$ cat src/rtl/mem_arbiter.sv
// rtl/mem_arbiter.sv - two-port (I-cache / D-cache) arbiter in front of one physical memory port
//
// Purpose:
//   Grants the single physical-memory port to either the I-cache or the
//   D-cache, one whole line transaction at a time. The winner's address,
//   write line and operation are captured when the grant is taken, and
//   they are held until memory signals completion. When both caches are
//   waiting, the grant alternates between them.
//
// Ports:
//   clk, reset                  clock; synchronous active-high reset
//   icache_pmem_read/write      I-cache request strobes (held until resp)
//   icache_pmem_address/wdata   I-cache request address / write line
//   icache_pmem_rdata/resp      read line and completion pulse to the I-cache
//   dcache_pmem_*               same set for the D-cache
//   pmem_read/write             strobes to physical memory
//   pmem_address/wdata          latched request to physical memory
//   pmem_rdata/resp             read line and completion from physical memory

package lc3b_types;
  typedef logic [15:0]  lc3b_word;
  typedef logic [127:0] lc3b_line;
endpackage

module mem_arbiter
  import lc3b_types::*;
(
  input  logic     clk,
  input  logic     reset,

  input  logic     icache_pmem_read,
  input  logic     icache_pmem_write,
  input  lc3b_word icache_pmem_address,
  input  lc3b_line icache_pmem_wdata,
  output lc3b_line icache_pmem_rdata,
  output logic     icache_pmem_resp,

  input  logic     dcache_pmem_read,
  input  logic     dcache_pmem_write,
  input  lc3b_word dcache_pmem_address,
  input  lc3b_line dcache_pmem_wdata,
  output lc3b_line dcache_pmem_rdata,
  output logic     dcache_pmem_resp,

  output logic     pmem_read,
  output logic     pmem_write,
  output lc3b_word pmem_address,
  output lc3b_line pmem_wdata,
  input  lc3b_line pmem_rdata,
  input  logic     pmem_resp
);

  typedef enum logic [1:0] {
    IDLE    = 2'd0,
    GRANT_I = 2'd1,
    GRANT_D = 2'd2
  } state_t;

  // Which side won the most recent contested grant.
  localparam logic LAST_I = 1'b0;
  localparam logic LAST_D = 1'b1;

  state_t   state;
  state_t   next_state;
  logic     last_grant;
  logic     next_last_grant;

  lc3b_word lat_address;
  lc3b_line lat_wdata;
  logic     lat_write;

  logic     i_pending;
  logic     d_pending;

  assign i_pending = icache_pmem_read | icache_pmem_write;
  assign d_pending = dcache_pmem_read | dcache_pmem_write;

  // State register.
  always_ff @(posedge clk) begin
    if (reset) begin
      state      <= IDLE;
      last_grant <= LAST_I;
    end else begin
      state      <= next_state;
      last_grant <= next_last_grant;
    end
  end

  // Next-state logic. Requester inputs only matter in IDLE; a grant is held
  // for as long as memory takes, with no timeout.
  always_comb begin
    next_state      = state;
    next_last_grant = last_grant;
    case (state)
      IDLE: begin
        if (i_pending && d_pending) begin
          // Contested: the side that did not win last time goes now.
          if (last_grant == LAST_I) begin
            next_state      = GRANT_D;
            next_last_grant = LAST_D;
          end else begin
            next_state      = GRANT_I;
            next_last_grant = LAST_I;
          end
        end else if (i_pending) begin
          next_state = GRANT_I;
        end else if (d_pending) begin
          next_state = GRANT_D;
        end
      end
      GRANT_I, GRANT_D: begin
        if (pmem_resp) begin
          next_state = IDLE;
        end
      end
      default: next_state = IDLE;
    endcase
  end

  // Request capture on the IDLE->GRANT edge. Write takes precedence when a
  // cache raises both strobes at once.
  always_ff @(posedge clk) begin
    if (reset) begin
      lat_address <= '0;
      lat_wdata   <= '0;
      lat_write   <= 1'b0;
    end else if (state == IDLE && next_state == GRANT_I) begin
      lat_address <= icache_pmem_address;
      lat_wdata   <= icache_pmem_wdata;
      lat_write   <= icache_pmem_write;
    end else if (state == IDLE && next_state == GRANT_D) begin
      lat_address <= dcache_pmem_address;
      lat_wdata   <= dcache_pmem_wdata;
      lat_write   <= dcache_pmem_write;
    end
  end

  // Output logic. Completion is passed straight through to the granted side
  // in the same cycle; memory responses seen in IDLE go nowhere.
  always_comb begin
    pmem_read        = 1'b0;
    pmem_write       = 1'b0;
    icache_pmem_resp = 1'b0;
    dcache_pmem_resp = 1'b0;
    case (state)
      GRANT_I: begin
        pmem_read        = ~lat_write;
        pmem_write       = lat_write;
        icache_pmem_resp = pmem_resp;
      end
      GRANT_D: begin
        pmem_read        = ~lat_write;
        pmem_write       = lat_write;
        dcache_pmem_resp = pmem_resp;
      end
      default: begin
        pmem_read  = 1'b0;
        pmem_write = 1'b0;
      end
    endcase
  end

  assign pmem_address      = lat_address;
  assign pmem_wdata        = lat_wdata;
  assign icache_pmem_rdata = pmem_rdata;
  assign dcache_pmem_rdata = pmem_rdata;

endmodule

$ cat config.mk
export PLATFORM = sky130hd
export DESIGN_NAME = mem_arbiter
export DESIGN_NICKNAME = d
export VERILOG_FILES = /design/src/rtl/mem_arbiter.sv
export SDC_FILE = /design/constraint.sdc
export NUM_CORES = 1
export LEC_CHECK = 0
export ABC_AREA = 1
export CAP_MARGIN = 10
export CORE_AREA = 2 2 323 325
export DETAILED_ROUTE_END_ITERATION = 6
export DIE_AREA = 0 0 325 327
export PLACE_DENSITY = 0.3
export SLEW_MARGIN = 25
export SYNTH_ARGS = -nofsm -noshare
export SYNTH_HDL_FRONTEND = slang
export SYNTH_SLANG_ARGS = --single-unit
export TNS_END_PERCENT = 5
$ cat constraint.sdc
create_clock -name clk -period 2.6 [get_ports clk]
set_input_delay 0.52 -clock clk [delete_from_list [all_inputs] [get_ports clk]]
set_output_delay 0.52 -clock clk [all_outputs]
set_load 0.005 [all_outputs]
==> results of run 1 <==
==> stage by stage <==
step,cells,util
6_report,3175,0.1538
5_1_grt,3174,0.1538
4_1_cts,3174,0.1538
3_5_place_dp,3142,0.1482
3_3_place_gp,3142,0.1482
2_1_floorplan,1601,-
==> per-layer routing <==
metal	vias to the layer above	global-route usage	part of all wire
met4	0	0.04237	0.030
li1	5257	-	-
met3	81	0.03900	0.075
met1	4916	0.1197	0.40
met5	-	0	0
met2	543	0.1899	0.50
==> power by group <==
group / switching, W / internal (W)
logic: 0.00275 / 0.00279
registers: 0.000315 / 0.00284
clock network: 0.00120 / 0.00140
==> cells by family (layout without fill, tap and decap cells) <==
kind of cell | Yosys count | in the layout | synth area share
AND/OR/NAND/NOR | 1047 | 1047 | 0.4587
buffers and inverters | 400 | 593 | 0.2581
flip-flops | 148 | 148 | 0.2776
adder cells (fa/ha/maj) | 4 | 4 | 0.004690
other | 0 | 1 | 0
AO/OA/AOI/OAI | 2 | 2 | 0.0009371
==> timing repair <==
action                                  in CTS  in global routing
hold buffers                                 0                  0
pin swaps                                    0                  0
endpoints found under the setup margin       2                  2
buffers inserted                             0                  0
resized for setup                            2                  1
==> worst min path at each step <==
stage	end	slack (ns)	depth (start not counted)	start
final	last_grant$_SDFFE_PP0P_	0.51	2	last_grant$_SDFFE_PP0P_
after global routing	last_grant$_SDFFE_PP0P_	0.55	2	last_grant$_SDFFE_PP0P_
after CTS	last_grant$_SDFFE_PP0P_	0.51	2	last_grant$_SDFFE_PP0P_
after detailed placement	last_grant$_SDFFE_PP0P_	0.49	2	last_grant$_SDFFE_PP0P_
after global placement	last_grant$_SDFFE_PP0P_	0.48	2	last_grant$_SDFFE_PP0P_
after floorplan	last_grant$_SDFFE_PP0P_	0.46	2	last_grant$_SDFFE_PP0P_
==> tightest hold or removal path: cells and delay by family, from the launching register on <==
kind                   cells  cell delay, ns
AOI/OAI and AO/OA          1            0.07
buffers and inverters      1            0.09
DFF                        1            0.30
==> cell type report <==
class,count,area [µm²],area share
inverter,17,78.83,0.004980
clock buffer,19,432.9,0.02735
antenna,1,2.502,0.0001581
timing repair buffer,544,5490,0.3469
sequential,148,2964,0.1873
clock inverter,13,132.6,0.008379
tap,1380,1727,0.1091
multi-input combinational,1053,5000,0.3159
==> layout by cell type, fill, tap and decap left out <==
| cell type | Yosys | routed |
|---|---|---|
| dfxtp_1 | 148 | 147 |
| nand4_1 | 145 | 145 |
| nor2_8 | 1 | 1 |
| bufinv_16 | 0 | 2 |
| dfxtp_2 | 0 | 1 |
| o21ai_0 | 1 | 1 |
| buf_4 | 270 | 78 |
| inv_6 | 0 | 5 |
| inv_1 | 12 | 10 |
| ha_1 | 4 | 3 |
| nand3_1 | 6 | 4 |
| nor2_2 | 3 | 3 |
| clkbuf_1 | 37 | 2 |
| buf_12 | 0 | 24 |
| clkinvlp_4 | 0 | 4 |
| nand2_2 | 2 | 2 |
| nand4_2 | 1 | 1 |
| nand2_4 | 0 | 1 |
| diode_2 | 0 | 1 |
| clkdlybuf4s50_1 | 0 | 442 |
| inv_2 | 5 | 4 |
| clkinv_2 | 0 | 5 |
| clkbuf_16 | 0 | 17 |
| nor2_1 | 293 | 293 |
| a21oi_1 | 1 | 1 |
| nand2_1 | 449 | 448 |
| nand3_4 | 0 | 2 |
| nand3_2 | 2 | 2 |
| nand3b_1 | 145 | 145 |
| ha_4 | 0 | 1 |
==> state kept, by name, indices dropped and copies added, names as in the netlist <==
signal	count
pmem_wdata	128
pmem_address	16
lat_write	1
last_grant	1
state	2
==> flow_summary.ini, run 1 <==
[setup_path]
worst_path_largest_cell_delay_ns = 0.54
crit_chain = inv_1, ha_4, inv_1, nor2_1, clkdlybuf4s50_1
path_buf_inv = 3
cp_common_cell = inv_1
startpoint = state[1]$_SDFF_PP0_
critPathCapture = pmem_read
reg2reg_from = state[1]$_SDFF_PP0_
critPathLaunchType = flop
rr_worst_depth = 12
crit_required_ns = 2.08
crit_type = flop to primary output
reg2reg_slack_ns = 0.45
crit_cells = 5
cpLargestDelayFamily = buffers and inverters
cp_max_fo = 4
r2r-end = pmem_wdata[66]$_SDFFE_PP0P_
slowest_stage = clkdlybuf4s50_1
critPathCaptureType = primary output
crit_arrival_ns = 1.92

[yosys]
yosysSeqAreaShare = 0.2776
yosysMostFrequentCell = nand2_1
synth_cell_type_count = 20
synth_ff_type = dfxtp_1
ys_async_sr_fraction = 0
yosys-top-cells-area = dfxtp_1 28%, buf_4 19%, nand2_1 16%, nor2_1 10%, nand3b_1 10%
synth_edf_count = 0
synth.largest_area_cell = dfxtp_1
avgSynthCellArea_um2 = 6.666
synth-seq-cells = 148
syn-cell-area_um2 = 10670
synth_top_area_frac = 0.2776
syn_inst = 1601
synth_fp_nets = 2028
synth_warnings = 0
ys_top_cells_by_count = 449 x nand2_1, 293 x nor2_1, 270 x buf_4

[global_route]
grt_pass1_wl_um = 83210
grt_max_degree = 87
antenna_found_initial = 1
track_usage = 0.1086
overflow = 0
grt_pass1_vias = 11203

[job]
max_cap_viol_count = 0

[sta]
hold_viol_final = 0
finalMaxSlewViolations = 0
setup_slack_ns = 0.1644
period_share = 0.9368
final.setup_skew_ns = 0.01069
fin_setup_tns_ns = 0
hold_slack_ns = 0.5080
max_freq_mhz = 410.6
setup_viol = 0
min_period_ns = 2.436
tightest_slew_ns = 0.5222
rsz0062_at_grt = false
max_slew_margin = 0.6519

[route]
drc = 0
drt-pass1-iter-count = 5
num_vias = 10797
drt_iter0_drc = 626
drtAntennaViolNets = 0
vias_per_cell = 3.401
wl_um = 58550
wl_per_cell_um = 18.44

[placement]
finalWeightedCongestion = 0.8058
dp_slack_ns = -0.06332
placed_area_um2 = 15250
io_buffers = 442
place_hpwl_um = 47640

[clocking]
cts.sinks = 148
clk_transition_reported_paths_ns = 0.07
htree_num_levels = 4
cts.path.max_buffers = 2
cts_tree = built
cts_made_buffers = 17
clkLatencyLatePin_ns = 0.49
clock_tree.root_cell = clkbuf_16

[die]
die_x_um = 325
io_pins = 827
core_region_area_um2 = 102900
num_rows = 118
dieArea_um2 = 106300
die_y_um = 327
start_util = 0.1037

[pwr]
leakage_nw = 6.576
power_w = 0.01130
ir_worst_vdd_mv = 0.3615
powerDensity_nw_per_um2 = 714.2

[cells_and_area]
fin_nets = 2208
drive_above_1_share = 0.08528
design_area_um2 = 15830
area_growth_pct = 48.32
nFillCells = 11837

[hold_path]
hold_path_class = flop to flop

[run_status]
status = completed
No activity file was read; power rests on OpenSTA's default activity.
==> inputs of run 2 (changes only) <==
--- a/config.mk
+++ b/config.mk
@@ -6,7 +6,6 @@
 export NUM_CORES = 1
 export LEC_CHECK = 0
 export ABC_AREA = 1
-export CAP_MARGIN = 10
 export CORE_AREA = 2 2 323 325
 export DETAILED_ROUTE_END_ITERATION = 6
 export DIE_AREA = 0 0 325 327
==> results of run 2 <==
Same layout as run 1: the final DEF is identical, and so are final timing and power.
